$ cat src/rtl/sopc_mem_arbiter.sv
// Round-robin arbiter giving N_MST masters serialized access to one single-port RAM.
// One transaction is in flight at a time: capture, strobe the RAM, wait for read data, respond.
`timescale 1ns/1ps

module sopc_mem_arbiter #(
  parameter int N_MST   = 2,
  parameter int ADDR_W  = 32,
  parameter int DATA_W  = 32,
  parameter int RAM_AW  = 16,
  parameter int RAM_LAT = 1,
  localparam int BE_W   = DATA_W / 8
) (
  input  logic                    clk,
  input  logic                    rst,
  input  logic [N_MST-1:0]        m_req_i,
  input  logic [N_MST-1:0]        m_we_i,
  input  logic [N_MST*ADDR_W-1:0] m_addr_i,
  input  logic [N_MST*DATA_W-1:0] m_wdata_i,
  input  logic [N_MST*BE_W-1:0]   m_be_i,
  output logic [N_MST-1:0]        m_gnt_o,
  output logic [N_MST-1:0]        m_rvalid_o,
  output logic                    m_err_o,
  output logic [DATA_W-1:0]       m_rdata_o,
  output logic                    ram_ce_o,
  output logic                    ram_we_o,
  output logic [RAM_AW-1:0]       ram_addr_o,
  output logic [DATA_W-1:0]       ram_wdata_o,
  output logic [BE_W-1:0]         ram_be_o,
  input  logic [DATA_W-1:0]       ram_rdata_i
);

  localparam int IDX_W = (N_MST > 1) ? $clog2(N_MST) : 1;
  localparam int CNT_W = 2;

  typedef enum logic [1:0] {
    S_IDLE,
    S_ACCESS,
    S_WAIT,
    S_RESP
  } state_t;

  state_t              r_state;
  state_t              w_next;
  logic [IDX_W-1:0]    r_ptr;
  logic [IDX_W-1:0]    r_idx;
  logic                r_we;
  logic [ADDR_W-1:0]   r_addr;
  logic [DATA_W-1:0]   r_wdata;
  logic [BE_W-1:0]     r_be;
  logic                r_err;
  logic [CNT_W-1:0]    r_cnt;
  logic [DATA_W-1:0]   r_rdata;

  logic                w_found;
  logic [IDX_W-1:0]    w_winner;
  logic                w_inRange;
  logic [N_MST-1:0]    w_oneHot;

  // Search starts just after the last winner, so the previous winner has lowest priority.
  always_comb begin
    w_found  = 1'b0;
    w_winner = '0;
    for (int off = 1; off <= N_MST; off++) begin
      if (!w_found && m_req_i[IDX_W'((int'(r_ptr) + off) % N_MST)]) begin
        w_found  = 1'b1;
        w_winner = IDX_W'((int'(r_ptr) + off) % N_MST);
      end
    end
  end

  assign w_inRange = ((r_addr >> RAM_AW) == '0);

  always_comb begin
    w_next      = r_state;
    m_gnt_o     = '0;
    m_rvalid_o  = '0;
    m_err_o     = 1'b0;
    m_rdata_o   = '0;
    ram_ce_o    = 1'b0;
    ram_we_o    = 1'b0;
    ram_addr_o  = '0;
    ram_wdata_o = '0;
    ram_be_o    = '0;
    w_oneHot    = '0;
    w_oneHot[r_idx] = 1'b1;

    case (r_state)
      S_IDLE: begin
        if (w_found) begin
          w_next = S_ACCESS;
        end
      end
      S_ACCESS: begin
        m_gnt_o = w_oneHot;
        if (w_inRange) begin
          ram_ce_o    = 1'b1;
          ram_we_o    = r_we;
          ram_addr_o  = r_addr[RAM_AW-1:0];
          ram_wdata_o = r_wdata;
          ram_be_o    = r_be;
        end
        w_next = (r_we || !w_inRange) ? S_RESP : S_WAIT;
      end
      S_WAIT: begin
        if (r_cnt == '0) begin
          w_next = S_RESP;
        end
      end
      S_RESP: begin
        m_rvalid_o = w_oneHot;
        m_err_o    = r_err;
        if (!r_we && !r_err) begin
          m_rdata_o = r_rdata;
        end
        w_next = S_IDLE;
      end
      default: begin
        w_next = S_IDLE;
      end
    endcase
  end

  // Reset aborts any transaction in flight; ptr starts at the last master so master 0 wins first.
  always_ff @(posedge clk) begin
    if (rst) begin
      r_state <= S_IDLE;
      r_ptr   <= IDX_W'(N_MST - 1);
      r_idx   <= '0;
      r_we    <= 1'b0;
      r_addr  <= '0;
      r_wdata <= '0;
      r_be    <= '0;
      r_err   <= 1'b0;
      r_cnt   <= '0;
      r_rdata <= '0;
    end else begin
      r_state <= w_next;
      case (r_state)
        S_IDLE: begin
          if (w_found) begin
            r_ptr   <= w_winner;
            r_idx   <= w_winner;
            r_we    <= m_we_i[w_winner];
            r_addr  <= m_addr_i[int'(w_winner)*ADDR_W +: ADDR_W];
            r_wdata <= m_wdata_i[int'(w_winner)*DATA_W +: DATA_W];
            r_be    <= m_be_i[int'(w_winner)*BE_W +: BE_W];
            r_err   <= 1'b0;
          end
        end
        S_ACCESS: begin
          r_err <= !w_inRange;
          r_cnt <= CNT_W'(RAM_LAT - 1);
        end
        S_WAIT: begin
          if (r_cnt == '0) begin
            r_rdata <= ram_rdata_i;
          end else begin
            r_cnt <= r_cnt - 1'b1;
          end
        end
        default: begin
        end
      endcase
    end
  end

endmodule
$ cat config.mk
export PLATFORM = sky130hd
export DESIGN_NAME = sopc_mem_arbiter
export DESIGN_NICKNAME = d
export VERILOG_FILES = /design/src/rtl/sopc_mem_arbiter.sv
export SDC_FILE = /design/constraint.sdc
export NUM_CORES = 1
export LEC_CHECK = 0
export CAP_MARGIN = 20
export CORE_AREA = 2 2 162 116
export DETAILED_ROUTE_END_ITERATION = 12
export DIE_AREA = 0 0 164 118
export GPL_ROUTABILITY_DRIVEN = 1
export PLACE_DENSITY_LB_ADDON = 0.3
export SLEW_MARGIN = 30
export SYNTH_ARGS = -nofsm -noshare
export SYNTH_HDL_FRONTEND = slang
export SYNTH_SLANG_ARGS = --single-unit
$ cat constraint.sdc
create_clock -name clk -period 2.15 [get_ports clk]
set_clock_uncertainty 0.05 [all_clocks]
set_input_delay 0.5375 -clock clk [delete_from_list [all_inputs] [get_ports clk]]
set_output_delay 0.5375 -clock clk [all_outputs]
set_load 0.005 [all_outputs]
==> summary by stage <==
Synthesis
The number of register bits inferred by synthesis is around 110. The count of mapped cells out of synthesis is slightly above 600. The number of warnings reported in the yosys synthesis log is 0. The mean area per synthesized cell is a little under 9 um2. The number of different library cells used by synthesis comes to 29. For this run, the register share of the synthesized area comes to 0.412.

The cell area that synthesis handed to floorplanning was ~0.0052 mm2. When the netlist entered floorplanning its net count stood at between 700 and 800.

CTS
The worst-case clock buffer depth is 2. The post-cts hold buffer count is 0. Counting the buffers created by CTS gives 9. The clock net in this run drives a total of ~110 sinks. The count of H-tree levels built during CTS is 3. For the worst-skew pair, the clock arrives at the later sink with an insertion delay of around 350 ps.

Clock-pin slew was measured on the worst setup and hold paths at 70 ps. In this run the clock root is driven by a sky130_fd_sc_hd__clkbuf_16. The TritonCTS clock tree is done.

Timing
For the pin with the worst max-slew slack, the measured transition is about 430 ps. The final worst-path cycle share is 1.13. Headroom to the max-slew limit came out at 0.711. Counting I/O delays and the setup requirement, the final critical path takes 2430 ps.

The post-route worst setup slack is -282 ps. Setup violations remaining at the end of the flow were counted as 78. Setup repair after global routing could not meet its margin everywhere. The max-slew violation count was 0. The count of endpoints failing hold in the final timing report is 0. The maximum achievable frequency is 411 MHz.

Critical path
The category of the worst setup path launch point is a flip-flop. The cell with the largest stage delay on the worst path is sky130_fd_sc_hd__dfxtp_1. The worst setup path is of the flip-flop to output port kind.

The critical path starts at r_addr[18]. Counting both buffers and inverters, the worst setup path holds a total of 3. The worst reg-to-reg path cell count is 8.

The critical path data arrival time is 1840 ps. The minimum setup slack among reg-to-reg paths is 280 ps. Traced cell by cell, the critical path runs through nor4_2, and4_4, buf_8, clkbuf_16, and3_1, buf_2. The delay of the slowest cell on the worst path is 320 ps. The capturing point of the worst reg2reg path is r_wdata[26]. The critical-path maximum fanout is 5. The largest delay contributor family on the critical path is simple AND/OR/NAND/NOR gates. The required time of the worst setup path is 1560 ps.

The endpoint kind of the worst setup timing path is an output port. In this run the critical register-to-register path is launched from r_state[0].

Power
The share of total power in combinational logic is 0.475. The power density over the cells is about 910 mW/mm2. Of the total power, the clock network draws 0.181. The share of power burned in registers is 0.344.

The switching part of the total is 0.358. The internal portion of the total power is ~5.5 mW. For this design the total switching power over the nets is about 3.1 mW. The maximum VDD drop is ~0.00042 V. The static leakage is between 4 and 5 nW.

Layout
The layout overhead on the synthesized area is 81.1%. The repair_antennas step left the layout with diodes totalling 0. The number of inserted filler cells in the final layout is 1,651. The finished cells cover ~0.0095 mm2. The final instance count without filler cells is between 1k and 1.5k. The net count reported at finish is 1,069. Of the cells placed in the final design, the portion with a size suffix greater than 1 is 0.301.

Die
The die is around 160 um wide. The total die area is around 0.019 mm2. The core footprint is ~0.018 mm2.

In this run the count of I/O pins placed on the die edge is approximately 270. Row generation in the floorplan step produced between 40 and 50 rows. The effective utilization at floorplan is 0.295. The height of the die is roughly 120 um.

Detailed routing
The detailed-route DRC error count is 0. Before antenna repair, the detailed router went through 4 iterations. The final antenna-violating net count is 0. Detailed routing inserted a total of 5,244 vias. For this block, the initial DRC count from the detailed router was between 200 and 250. The routed design has 17.5 mm of wire. The average wire length per cell after detail routing is 15.4 um. The via density per instance is approximately 4.6.

Status
The flow ran to the end, but the final reports show violations. The checks that failed: negative setup slack.

Global routing
The via count of the first global-routing pass is 4,846. For this run, the total global-route usage over all layers was measured as 0.164. The leftover overflow at the end of global routing is 0. The initial antenna violation count came to 0.

The first-pass GRT wire length is roughly 25 mm. The pin count of the biggest net entering global routing is 62.

Placement
After detailed placement, the total cell area comes to about 0.0081 mm2. The placed wire-length estimate after detailed placement is between 10 and 15 mm. The weighted congestion at the end of routability-driven global placement is around 0.74. In this run, placement finished with an instance count of 1,069. The count of input and output buffers is around 260.

Min path
The hold path startpoint is r_rdata[17]. The destination of the worst hold path is r_rdata[17]. The worst min-delay path class is flip-flop to flip-flop. The worst hold path was traced through 2 stages.

Run
The count of max-cap constraint violations is 0.
[placed cells by master, fill, tap and decap left out, types with 9 or more instances in the layout]
cell type                         count
sky130_fd_sc_hd__and3_1               9
sky130_fd_sc_hd__a21oi_1             34
sky130_fd_sc_hd__buf_2                9
sky130_fd_sc_hd__mux2i_1             70
sky130_fd_sc_hd__and3_4              44
sky130_fd_sc_hd__a211oi_1            70
sky130_fd_sc_hd__dfxtp_1            103
sky130_fd_sc_hd__clkdlybuf4s50_1    171
sky130_fd_sc_hd__buf_4               20
sky130_fd_sc_hd__buf_12              11
sky130_fd_sc_hd__clkbuf_16           15
sky130_fd_sc_hd__and2_4              34
sky130_fd_sc_hd__buf_6              100
sky130_fd_sc_hd__nand2_1             65
sky130_fd_sc_hd__nor2_1              73
[how the worst max path moves through the flow]
stage / cells past startpoint / endpoint
finish: 6 / ram_wdata_o[24]
global route: 6 / ram_wdata_o[24]
CTS: 5 / ram_wdata_o[13]
detailed placement: 5 / ram_wdata_o[24]
global placement: 5 / ram_wdata_o[20]
floorplan: 4 / m_rdata_o[10]
[through the flow]
| stage | setup slack (ps) | power (mW) | hold WS (ps) | utilization | setup TNS (ps) |
|---|---|---|---|---|---|
| floorplan | 297 | 5.02 | 382 | - | 0 |
| global placement | -282 | 6.04 | 388 | 0.457 | -17130 |
| detailed placement | -266 | 6.07 | 392 | 0.457 | -15590 |
| CTS | -613 | 8.23 | 402 | 0.493 | -22460 |
| global route | -362 | 9.26 | 424 | 0.534 | -22320 |
| finish | -282 | 8.64 | 405 | 0.534 | -15850 |
[metal layers]
layer  routed length (um)  global-route usage  part of all wire  vias to the layer above
met4                  221              0.0461             0.013                        0
met3                 1330              0.0497             0.076                       15
met1                 7950               0.215              0.46                     2386
li1                     -                   -                 -                     2691
met2                 7950               0.261              0.46                      152
met5                    0                   0                 0                        -
[area by class of cell]
class / count / area (um2) / area share
Multi-Input combinational cell: 435 / 3110 / 0.327
Clock buffer: 9 / 225 / 0.0237
Tap cell: 236 / 295 / 0.0311
Clock inverter: 7 / 51.3 / 0.00540
Sequential cell: 108 / 2170 / 0.229
Timing Repair Buffer: 331 / 3620 / 0.381
Inverter: 5 / 23.8 / 0.00250
[flip-flops by register name (all words and copies together) (netlist names), 2 cells and up]
name and flops:
r_addr 32, r_rdata 32, r_wdata 32, r_be 4, r_cnt 2, r_state 2
[power by group through the flow]
stage	Combinational, mW	Clock [mW]	Sequential (mW)
floorplan	2.23	0	2.79
global placement	3.12	0	2.92
detailed placement	3.14	0	2.93
CTS	3.69	1.63	2.91
global route	4.53	1.69	3.04
finish	4.11	1.56	2.97
[cells in the mapped netlist]
master	count	area share
sky130_fd_sc_hd__o31a_1	1	0.0017
sky130_fd_sc_hd__a211oi_1	70	0.10
sky130_fd_sc_hd__o41ai_1	1	0.0017
sky130_fd_sc_hd__buf_1	3	0.0021
sky130_fd_sc_hd__and3_1	53	0.063
sky130_fd_sc_hd__dfxtp_1	108	0.41
sky130_fd_sc_hd__nor2_1	74	0.053
sky130_fd_sc_hd__buf_2	27	0.026
sky130_fd_sc_hd__buf_12	1	0.0038
sky130_fd_sc_hd__nor2b_1	4	0.0048
sky130_fd_sc_hd__buf_8	4	0.011
sky130_fd_sc_hd__nand2_1	65	0.046
sky130_fd_sc_hd__a21oi_1	34	0.032
sky130_fd_sc_hd__nor4_1	3	0.0036
sky130_fd_sc_hd__buf_6	3	0.0064
sky130_fd_sc_hd__nor3_1	4	0.0038
sky130_fd_sc_hd__inv_1	5	0.0036
sky130_fd_sc_hd__and4_4	1	0.0021
sky130_fd_sc_hd__clkbuf_1	20	0.014
sky130_fd_sc_hd__o21ai_0	3	0.0029
sky130_fd_sc_hd__mux2i_1	70	0.13
sky130_fd_sc_hd__nand2b_1	4	0.0048
sky130_fd_sc_hd__ha_1	5	0.012
sky130_fd_sc_hd__a211oi_2	1	0.0024
sky130_fd_sc_hd__or3b_2	1	0.0017
sky130_fd_sc_hd__xnor2_1	1	0.0017
sky130_fd_sc_hd__nor4_2	1	0.0024
sky130_fd_sc_hd__nor3b_1	1	0.0014
sky130_fd_sc_hd__and2_1	38	0.045
[cells by family (layout without fill, tap and decap cells)]
group                    after synthesis  after routing  share of synthesized area
AO/OA/AOI/OAI                        110            110                      0.141
XOR/XNOR                               1              1                    0.00167
adder cells (fa/ha/maj)                5              5                     0.0119
buffers and inverters                 63            352                     0.0675
flip-flops                           108            108                      0.412
multiplexers                          70             70                      0.133
AND/OR/NAND/NOR                      249            249                      0.232
[tightest hold or removal path, stage by stage (launching register included)]
cell and delay [ps]:
sky130_fd_sc_hd__dfxtp_1 310, sky130_fd_sc_hd__nand2_1 50, sky130_fd_sc_hd__a21oi_1 50
[timing repair]
| action | 4_1_cts | 5_1_grt |
|---|---|---|
| gates cloned | 6 | 9 |
| endpoints found under the hold margin | 0 | 0 |
| gates resized for setup | 316 | 240 |
| setup endpoints to repair | 91 | 87 |
| pin swaps | 18 | 49 |
| setup buffers | 21 | 16 |
No activity file was read; power rests on OpenSTA's default activity.
